## config.mk

```make
export PLATFORM = sky130hd
export DESIGN_NAME = action_menu
export DESIGN_NICKNAME = d
export VERILOG_FILES = /design/src/rtl/game_pkg.sv /design/src/rtl/edge_detect.sv /design/src/rtl/action_menu.sv
export SDC_FILE = /design/constraint.sdc
export NUM_CORES = 1
export LEC_CHECK = 0
export ABC_AREA = 0
export CORE_UTILIZATION = 45
export DETAILED_ROUTE_END_ITERATION = 10
export GPL_ROUTABILITY_DRIVEN = 0
export PLACE_DENSITY = 0.84
export SLEW_MARGIN = 20
export SYNTH_ARGS = -nofsm -noshare
export SYNTH_HDL_FRONTEND = slang
export SYNTH_SLANG_ARGS = --single-unit
```

## constraint.sdc

```tcl
create_clock -name clk -period 3.8 [get_ports clk]
set_input_delay 0.57 -clock clk [delete_from_list [all_inputs] [get_ports clk]]
set_output_delay 0.57 -clock clk [all_outputs]
set_load 0.01 [all_outputs]
```

## src/rtl/game_pkg.sv

```systemverilog
// game_pkg: shared game state codes, RGB444 colours, menu FSM states and a box outline helper.
package game_pkg;
  localparam logic [3:0] ST_MENU      = 4'b0000;
  localparam logic [3:0] ST_PLAYER    = 4'b0001;
  localparam logic [3:0] ST_ENEMY     = 4'b1000;
  localparam logic [3:0] ST_GAME_OVER = 4'b1111;
  localparam logic [11:0] COL_CLEAR  = 12'h000;
  localparam logic [11:0] COL_CURSOR = 12'hFF0;
  localparam logic [11:0] COL_BOX    = 12'hF80;
  typedef enum logic [1:0] {MS_IDLE, MS_ARM, MS_SELECT, MS_DONE} menu_state_t;
  // True on the b-wide ring just inside the w x ht rectangle at (x0, y0).
  function automatic logic on_outline(input logic [11:0] h, v, x0, y0, w, ht, b);
    return h >= x0 && h < x0 + w && v >= y0 && v < y0 + ht &&
           !(h >= x0 + b && h < x0 + w - b && v >= y0 + b && v < y0 + ht - b);
  endfunction
endpackage

```

## src/rtl/edge_detect.sv

```systemverilog
// edge_detect: one-register rising-edge detector with synchronous active-low reset.
module edge_detect (
  input  logic clk,
  input  logic rst,
  input  logic d,
  output logic rise
);
  logic prev;
  always_ff @(posedge clk)
    prev <= rst ? d : 1'b0;
  assign rise = d & ~prev;
endmodule

```

## src/rtl/action_menu.sv

```systemverilog
// action_menu: option selector with cursor FSM and box overlay.
// Define ACTION_MENU_WRAP_EN to make the cursor wrap instead of saturate.
module action_menu import game_pkg::*; #(
  parameter logic [3:0] MY_STATE = ST_MENU,
  parameter int N_OPTIONS = 4,
  parameter int BOX_X0    = 40,
  parameter int BOX_PITCH = 240,
  parameter int BOX_Y     = 620,
  parameter int BOX_W     = 200,
  parameter int BOX_H     = 60,
  parameter int BORDER    = 4
) (
  input  logic        clk,
  input  logic        rst,
  input  logic [10:0] hcount_in,
  input  logic [9:0]  vcount_in,
  input  logic [3:0]  state_in,
  input  logic [1:0]  key_input_in,
  input  logic        decide_in,
  output logic        busy_out,
  output logic        finished_out,
  output logic [1:0]  choice_out,
  output logic [11:0] pixel_out
);
  localparam logic [1:0] LAST = 2'(N_OPTIONS - 1);
  logic left_rise, right_rise, decide_rise, active;
  logic [1:0] cursor, cursor_nx, choice_nx, cur_dec, cur_inc;
  logic finished_nx;
  logic [11:0] pixel_nx;
  menu_state_t state, state_nx;
  edge_detect u_left   (.clk(clk), .rst(rst), .d(key_input_in[0]), .rise(left_rise));
  edge_detect u_right  (.clk(clk), .rst(rst), .d(key_input_in[1]), .rise(right_rise));
  edge_detect u_decide (.clk(clk), .rst(rst), .d(decide_in),       .rise(decide_rise));
  assign active   = state_in == MY_STATE;
  assign busy_out = state == MS_ARM || state == MS_SELECT;
`ifdef ACTION_MENU_WRAP_EN
  assign cur_dec = cursor == 2'd0 ? LAST : cursor - 2'd1;
  assign cur_inc = cursor == LAST ? 2'd0 : cursor + 2'd1;
`else
  assign cur_dec = cursor == 2'd0 ? 2'd0 : cursor - 2'd1;
  assign cur_inc = cursor == LAST ? LAST : cursor + 2'd1;
`endif
  always_comb begin
    state_nx    = state;
    cursor_nx   = cursor;
    choice_nx   = choice_out;
    finished_nx = 1'b0;
    case (state)
      MS_IDLE: if (active) begin
        state_nx  = MS_ARM;
        cursor_nx = 2'd0;
      end
      MS_ARM: state_nx = !active ? MS_IDLE : !decide_in ? MS_SELECT : MS_ARM;
      // A decide edge commits the cursor as it stood before any same-cycle key edge.
      MS_SELECT: if (!active) state_nx = MS_IDLE;
      else if (decide_rise) begin
        state_nx    = MS_DONE;
        choice_nx   = cursor;
        finished_nx = 1'b1;
      end else if (left_rise ^ right_rise) cursor_nx = left_rise ? cur_dec : cur_inc;
      MS_DONE: state_nx = active ? MS_DONE : MS_IDLE;
      default: state_nx = MS_IDLE;
    endcase
  end
  always_comb begin
    pixel_nx = COL_CLEAR;
    for (int i = 0; i < 4; i++)
      if (busy_out && i < N_OPTIONS &&
          on_outline({1'b0, hcount_in}, {2'b0, vcount_in}, 12'(BOX_X0 + i * BOX_PITCH),
                     12'(BOX_Y), 12'(BOX_W), 12'(BOX_H), 12'(BORDER)))
        pixel_nx = 2'(i) == cursor ? COL_CURSOR : COL_BOX;
  end
  always_ff @(posedge clk)
    if (!rst) begin
      state        <= MS_IDLE;
      cursor       <= 2'd0;
      choice_out   <= 2'd0;
      finished_out <= 1'b0;
      pixel_out    <= COL_CLEAR;
    end else begin
      state        <= state_nx;
      cursor       <= cursor_nx;
      choice_out   <= choice_nx;
      finished_out <= finished_nx;
      pixel_out    <= pixel_nx;
    end
endmodule

```

==> qor.csv, run 1 <==
metric,value,unit
outcome,completed,
layout cells sized above 1,5.52,%
CTS root buf,clkbuf_4,
Worst R2R Setup Slack,2.14,ns
synthesized-area fraction occupied by adder cells,4.76,%
DRC errors left,0,
Initial Utilization,47.6,%
Post-CTS Hold Fix Bufs,0,
post-synth cell types,49,
DR vias/cell,6.03,
DRT Wirelength,2450,um
Clock Skew,0.00337,ns
top-area cell type share of the netlist area,22.8,%
clk_lat worst skew,0.28,ns
final hold slack,0.525,ns
worst hold path class,register to register,
cell taking the most area after synthesis,dfxtp_1,
setup tns final,0,ns
CP Class,primary input to register,
Area Growth Syn to Fin,33.7,%
Fill cells,203,
GR Util All Layers,20.7,%
largest net degree at the start of global routing,12,
"Top FF cell, synth",dfxtp_1,
1st-iter DRT viols,29,
CTS Buffer Depth,2,
DR vias,1152,
Syn Inst Count,134,
CP Capture Type,register,
maxcap violations,0,
sequential share of the synthesized area,22.8,%
drt wl/cell,12.8,um
YS warnings,0,
Area contributors post-synth,"dfxtp_1 23%, buf_4 7.1%, ha_1 4.8%",
largest family of logic cells by synthesized area,compound AO/OA/AOI/OAI gates,
Reg area,240,um^2
placed cells,187,
Compound-Gate Fraction of Synth Area,28.2,%
syn avg cell area,7.85,um^2
CTS tree,done,
Worst Path Required,4.00,ns
CTS Buf Count,3,
Tcrit/Tclk final,59.2,%
final instance area,1410,um^2
Period minus WS final,2.25,ns
row count,17,
RSZ-0062 raised after global routing,no,
crit path capture,pixel_out[10],
#FFs+latches synth,12,
CP Data Arrival Time,2.45,ns
CTS H-tree depth,1,
Reg-to-Reg Start,state[0],
die span in y,50.4,um
first-pass GRT wire length,4170,um
Post-synth EDFFs,0,
final design utilization,63.6,%
port bufs,37,
Synth Area in XOR/XNOR,0.832,%
number of setup buffers added after CTS,0,
CP startpoint kind,primary input,
core box area,2210,um^2
Final Hold Fails,0,
fraction of the mapped netlist area in simple logic gates,27.7,%
nets,198,
vias in the first global route,1035,
worst hold path startpoint,choice_out[0],
"CTS clk-pin slew, worst paths",0.08,ns
initial antenna violation count,0,
total grt overflow,0,
die footprint,2540,um^2
reg2reg end,cursor[1],
CTS Sinks,12,
worst-path fanout max,11,
# setup viols final,0,
Pwr per Cell Area,217,nW/um^2
Initial DRT Pass Iterations,4,
P_leak,0.504,nW
post-cts resize count,0,
Worst Setup SP,hcount_in[5],
Peak VDD IR,0.216,mV
post-synthesis mux area share,3.80,%
Multi-input gate area,702,um^2
Max transition margin,39.6,%
Slew Limit Fails,0,
io pins,46,
post-route insts no fill,191,
worst slew pin tran,0.897,ns
Placed Area,1370,um^2
post-DP HPWL,1920,um
DIE WIDTH,50.4,um
worst r2r path cells,6,
antenna fix cells,0,
post-route ant nets,0,
ys async rst share,0,%
Synth Cell Area,1050,um^2
Max Clk Rate,445,MHz
-- area by class of cell --
cell class | instances | area share, %
Tap cell | 28 | 2.49
Multi-Input combinational cell | 104 | 49.9
Inverter | 6 | 1.60
Timing Repair Buffer | 37 | 26.3
Sequential cell | 12 | 17.1
Clock buffer | 4 | 2.58
-- Yosys cell counts, types with 2 or more instances --
master     instances
dfxtp_1           12
nand2_1           11
buf_4             10
nor2_1             9
a21oi_1            7
inv_1              6
nor3_1             6
o21ai_0            5
o31ai_1            5
buf_2              4
ha_1               4
mux2i_1            4
nand2b_1           4
a31oi_1            3
and2_1             3
nand4_1            3
a2111oi_0          2
nand3_1            2
nor3b_1            2
o211a_1            2
or3b_1             2
-- where the power goes --
part	internal, mW	total [mW]	switching, mW
registers	0.128	0.129	0.000909
logic	0.0392	0.0745	0.0353
clock network	0.0583	0.102	0.0437
total	0.225	0.305	0.0799
-- placed cells by master, fill, tap and decap left out, types with 2 or more instances in the layout --
cell,netlist,routed
clkdlybuf4s50_1,0,37
dfxtp_1,12,12
nand2_1,11,11
nor2_1,9,9
a21oi_1,7,7
inv_1,6,6
nor3_1,6,6
o21ai_0,5,5
o31ai_1,5,5
nand2b_1,4,4
mux2i_1,4,4
ha_1,4,4
conb_1,1,4
and2_1,3,3
a31oi_1,3,3
nand4_1,3,3
clkbuf_4,0,3
or3b_1,2,2
a2111oi_0,2,2
o211a_1,2,2
nor3b_1,2,2
nand3_1,2,2
-- flip-flops by register name, indices dropped and copies added, names as in the netlist --
| register | cells |
|---|---|
| u_decide.prev | 1 |
| choice_out | 2 |
| u_right.prev | 1 |
| pixel_out | 2 |
| state | 2 |
| u_left.prev | 1 |
| cursor | 2 |
| finished_out | 1 |
-- per-layer routing --
| metal | wire length (um) | GRT usage (%) | vias to the layer above | part of all wire [%] |
|---|---|---|---|---|
| li1 | - | - | 558 | - |
| met1 | 1000 | 23.7 | 531 | 41 |
| met2 | 1230 | 38.0 | 56 | 50 |
| met3 | 188 | 5.15 | 7 | 7.7 |
| met4 | 34 | 4.63 | 0 | 1.4 |
| met5 | 0 | 0 | - | 0 |
-- worst min path at each step --
stage	to	slack [ns]	cells past startpoint
5_1_grt	choice_out[0]	0.56	2
2_1_floorplan	state[1]	0.50	2
6_report	choice_out[0]	0.52	2
3_3_place_gp	choice_out[0]	0.48	2
3_5_place_dp	choice_out[0]	0.49	2
4_1_cts	choice_out[0]	0.52	2
-- cell families (layout without fill, tap and decap cells) --
| family | count (synthesis) | in the layout |
|---|---|---|
| AND/OR/NAND/NOR | 51 | 51 |
| XOR/XNOR | 1 | 1 |
| AO/OA/AOI/OAI | 40 | 40 |
| other | 1 | 4 |
| multiplexers | 4 | 4 |
| adder cells (fa/ha/maj) | 4 | 4 |
| buffers and inverters | 21 | 47 |
| flip-flops | 12 | 12 |
-- critical path, cell delays in order --
cell,delay (ns)
clkdlybuf4s50_1,0.66
nand4b_1,0.14
o31ai_1,0.29
nor3_1,0.09
or4b_1,0.51
a41oi_1,0.19
-- metrics by stage --
| step | worst slack (ns) | power, mW |
|---|---|---|
| 2_1_floorplan | 1.92 | 0.170 |
| 3_3_place_gp | 1.30 | 0.203 |
| 3_5_place_dp | 1.27 | 0.205 |
| 4_1_cts | 1.56 | 0.309 |
| 5_1_grt | 1.43 | 0.323 |
| 6_report | 1.55 | 0.305 |
No activity file was read; power rests on OpenSTA's default activity.
==> run 2: changes to the inputs <==
--- a/config.mk
+++ b/config.mk
@@ -6,10 +6,10 @@
 export NUM_CORES = 1
 export LEC_CHECK = 0
 export ABC_AREA = 0
-export CORE_UTILIZATION = 45
+export CORE_UTILIZATION = 42
 export DETAILED_ROUTE_END_ITERATION = 10
 export GPL_ROUTABILITY_DRIVEN = 0
-export PLACE_DENSITY = 0.84
+export PLACE_DENSITY = 0.79
 export SLEW_MARGIN = 20
 export SYNTH_ARGS = -nofsm -noshare
 export SYNTH_HDL_FRONTEND = slang
==> constraint.sdc (replaced) <==
create_clock -name clk -period 2.3 [get_ports clk]
set_input_delay 0.345 -clock clk [delete_from_list [all_inputs] [get_ports clk]]
set_output_delay 0.345 -clock clk [all_outputs]
set_load 0.01 [all_outputs]
==> qor.csv, run 2 (synthesis gave the netlist of run 1 again) <==
metric,value,unit
io pins,46,
NetSw,0.143,mW
DRT Wirelength,2600,um
Max Clk Rate,493,MHz
CTS tree,done,
Initial DRT Pass Iterations,4,
total grt overflow,0,
CTS Sinks,12,
CP Class,primary input to register,
CP Data Arrival Time,2.26,ns
Period minus WS final,2.03,ns
combinational power share,24.6,%
DRC errors left,0,
final hold slack,0.519,ns
drt wl/cell,13.3,um
part of the power in registers,41.0,%
core box area,2280,um^2
# setup viols final,0,
row count,17,
layout cells sized above 1,7.78,%
worst hold path class,register to register,
GR Util All Layers,21.0,%
worst slew pin tran,0.525,ns
Pwr per Cell Area,361,nW/um^2
Max transition margin,64.6,%
Area Growth Syn to Fin,36.5,%
outcome,completed,
Clk pwr share,34.3,%
Post-CTS Hold Fix Bufs,0,
total power,0.518,mW
worst path cell trace,clkdlybuf4s50_1 -> or3b_1 -> a2111oi_0 -> o31ai_1 -> o311ai_0 -> o2111a_1,
Initial Utilization,46.2,%
number of setup buffers added after CTS,0,
post-route ant nets,0,
post-DP HPWL,2040,um
largest net degree at the start of global routing,12,
CP startpoint kind,primary input,
maxcap violations,0,
CTS Buffer Depth,2,
vias in the first global route,1071,
"most common cell after layout, fill and taps aside",clkdlybuf4s50_1,
first-pass GRT wire length,4350,um
P_leak,0.523,nW
CTS root buf,clkbuf_4,
"CTS clk-pin slew, worst paths",0.08,ns
Tcrit/Tclk final,88.1,%
Peak VDD IR,0.341,mV
Slew Limit Fails,0,
CTS Buf Count,3,
nets,202,
CTS H-tree depth,1,
RSZ-0062 raised after global routing,no,
die footprint,2710,um^2
Final Hold Fails,0,
antenna fix cells,0,
post-cts resize count,0,
DR vias,1159,
Worst Path Required,2.53,ns
1st-iter DRT viols,13,
die span in y,52.1,um
setup tns final,0,ns
initial antenna violation count,0,
Critical Path Max Stage Delay,0.61,ns
worst-path fanout max,7,
port bufs,37,
crit path max-delay cell type,clkdlybuf4s50_1,
Sw Share,27.5,%
DIE WIDTH,52.1,um
Internal Dissipation,0.375,mW
most frequent cells in the layout,"37 x clkdlybuf4s50_1, 12 x dfxtp_1, 11 x nand2_1",
Clock Skew,0.000487,ns
DR vias/cell,5.94,
CP Capture Type,register,
clk_lat worst skew,0.28,ns
-- run 2: cell types whose count changed in the layout (fill, tap and decap cells not counted) --
cell	previous run	this run
buf_4	0	4
-- run 2: stage by stage --
stage / setup WS [ns] / utilization [%] / cell area (um^2) / std cells
detailed placement: 0.0155 / 61.5 / 1400 / 191
finish: 0.273 / 63.1 / 1440 / 195
global placement: 0.0161 / 61.5 / 1400 / 191
global route: 0.153 / 63.1 / 1440 / 195
floorplan: 0.645 / - / 1060 / 137
CTS: 0.315 / 63.1 / 1440 / 195
-- run 2: metal layers --
layer	vias to the layer above	routed length [um]	global-route usage, %
li1	562	-	-
met1	540	1090	24.4
met2	55	1290	36.5
met3	2	204	4.68
met4	0	13	8.56
met5	-	0	0
-- run 2: area by class of cell --
cell class	instances	area, um^2
Fill cell	199	840
Multi-Input combinational cell	104	702
Timing Repair Buffer	41	400
Sequential cell	12	240
Clock buffer	4	36.3
Tap cell	28	35.0
Inverter	6	22.5
-- run 2: power groups by stage --
stage | Clock (mW) | Combinational [mW] | Sequential [mW]
final | 0.178 | 0.128 | 0.213
after global routing | 0.195 | 0.140 | 0.213
after CTS | 0.182 | 0.127 | 0.213
after detailed placement | 0 | 0.126 | 0.218
after global placement | 0 | 0.123 | 0.217
after floorplan | 0 | 0.0645 | 0.217
-- run 2: worst max-delay path, delay by kind of cell --
family / cells / cell delay, ns
buffers and inverters: 1 / 0.61
and+or+nand+nor: 1 / 0.40
AOI/OAI and AO/OA: 4 / 0.90
-- run 2: final timing paths --
check,start,to,slack [ns],cells past startpoint
setup / recovery,hcount_in[9],pixel_out[6],0.27,6
hold / removal,choice_out[1],choice_out[1],0.52,2
setup reg to reg,state[0],choice_out[0],0.68,6
hold reg to reg,choice_out[1],choice_out[1],0.52,2
==> run 3: changes to the inputs <==
--- a/config.mk
+++ b/config.mk
@@ -6,10 +6,12 @@
 export NUM_CORES = 1
 export LEC_CHECK = 0
 export ABC_AREA = 0
-export CORE_UTILIZATION = 42
+export CAP_MARGIN = 10
+export CORE_UTILIZATION = 43
+export CTS_BUF_LIST = sky130_fd_sc_hd__clkbuf_8
 export DETAILED_ROUTE_END_ITERATION = 10
 export GPL_ROUTABILITY_DRIVEN = 0
-export PLACE_DENSITY = 0.79
+export PLACE_DENSITY = 0.81
 export SLEW_MARGIN = 20
 export SYNTH_ARGS = -nofsm -noshare
 export SYNTH_HDL_FRONTEND = slang
==> qor.csv, run 3 (synthesis gave the netlist of run 1 again) <==
metric,value,unit
DR vias/cell,5.80,
Slew Limit Fails,0,
Max Clk Rate,501,MHz
clk_lat worst skew,0.24,ns
Clk pwr share,40.1,%
final design utilization,66.5,%
Area Growth Syn to Fin,42.6,%
die footprint,2650,um^2
DIE WIDTH,51.5,um
dpl ws,0.0483,ns
worst hold path class,register to register,
RSZ-0062 raised after global routing,no,
combinational power share,23.3,%
Worst Setup SP,hcount_in[10],
Peak VDD IR,0.485,mV
port bufs,37,
CP Class,primary input to register,
worst-path fanout max,7,
most frequent cells in the layout,"37 x clkdlybuf4s50_1, 12 x dfxtp_1, 11 x nand2_1",
Pwr per Cell Area,388,nW/um^2
number of setup buffers added after CTS,0,
Tcrit/Tclk final,86.8,%
CTS Buf Count,3,
row count,17,
worst r2r path cells,6,
DR vias,1165,
part of the power in registers,36.6,%
total power,0.582,mW
"most common cell after layout, fill and taps aside",clkdlybuf4s50_1,
core box area,2250,um^2
hold endpoint,choice_out[0],
CP Capture Type,register,
DRC errors left,0,
NetSw,0.146,mW
io pins,46,
total grt overflow,0,
Worst R2R Setup Slack,0.63,ns
"CTS clk-pin slew, worst paths",0.05,ns
CP Data Arrival Time,2.16,ns
Post-CTS Hold Fix Bufs,0,
CTS H-tree depth,1,
Initial DRT Pass Iterations,4,
Clock Skew,0.000822,ns
post-route ant nets,0,
antenna fix cells,0,
Final WS setup,0.304,ns
initial antenna violation count,0,
post-cts resize count,0,
worst hold path startpoint,choice_out[0],
CTS Sinks,12,
P_leak,0.559,nW
layout cells sized above 1,11.0,%
Period minus WS final,2.00,ns
setup tns final,0,ns
1st-iter DRT viols,47,
die span in y,51.5,um
DRT Wirelength,2760,um
Internal Dissipation,0.437,mW
nets,208,
CTS tree,done,
Worst Path Required,2.47,ns
Sw Share,25.0,%
Fill cells,211,
post-DP HPWL,2190,um
Final Hold Fails,0,
drt wl/cell,13.7,um
first-pass GRT wire length,4280,um
largest net degree at the start of global routing,12,
vias in the first global route,1099,
outcome,completed,
Reg-to-Reg Start,state[0],
reg2reg end,choice_out[0],
# setup viols final,0,
CTS Buffer Depth,2,
maxcap violations,0,
CTS root buf,clkbuf_8,
CP startpoint kind,primary input,
Initial Utilization,46.7,%
GR Util All Layers,21.6,%
Worst Hold Depth,2,
==> run 3: cell count changes in the layout (fill, tap and decap cells not counted), sizes merged <==
cell | previous run | this run
buf | 4 | 10
==> run 3: how the worst max path moves through the flow <==
| stage | cells past startpoint | slack [ns] | endpoint |
|---|---|---|---|
| CTS | 6 | 0.29 | pixel_out[10] |
| global route | 6 | 0.19 | pixel_out[6] |
| detailed placement | 6 | 0.05 | pixel_out[10] |
| floorplan | 5 | 0.65 | pixel_out[6] |
| global placement | 6 | 0.09 | pixel_out[10] |
| finish | 6 | 0.30 | pixel_out[10] |
==> run 3: critical path: stages <==
cell and delay [ns]:
clkdlybuf4s50_1 0.52, nand4b_1 0.23, o31ai_1 0.28, nor3_1 0.10, or4b_1 0.50, a41oi_1 0.19
==> run 3: cell type report <==
type | count | area, um^2 | area share [%]
timing repair buffer | 47 | 445 | 29.7
clock buffer | 4 | 55.1 | 3.67
sequential | 12 | 240 | 16.0
multi-input combinational | 104 | 702 | 46.8
tap | 28 | 35.0 | 2.34
inverter | 6 | 22.5 | 1.50
==> run 3: through the flow <==
stage | hold slack (ns) | instance area (um^2) | std cells
2_1_floorplan | 0.467 | 1060 | 137
3_3_place_gp | 0.483 | 1450 | 197
3_5_place_dp | 0.496 | 1450 | 197
4_1_cts | 0.514 | 1500 | 201
5_1_grt | 0.561 | 1500 | 201
6_report | 0.517 | 1500 | 201
==> run 3: power groups by stage <==
stage / clock [mW] / sequential, mW / combinational (mW)
floorplan: 0 / 0.217 / 0.0645
global placement: 0 / 0.217 / 0.129
detailed placement: 0 / 0.217 / 0.134
CTS: 0.236 / 0.213 / 0.135
global route: 0.253 / 0.213 / 0.147
finish: 0.234 / 0.213 / 0.136
==> run 3: metal layers <==
layer / vias up / part of all wire [%] / track usage, %
met3: 11 / 6.5 / 5.36
li1: 573 / - / -
met5: - / 0 / 0
met2: 52 / 51 / 39.2
met4: 0 / 2.8 / 12.2
met1: 529 / 40 / 22.2
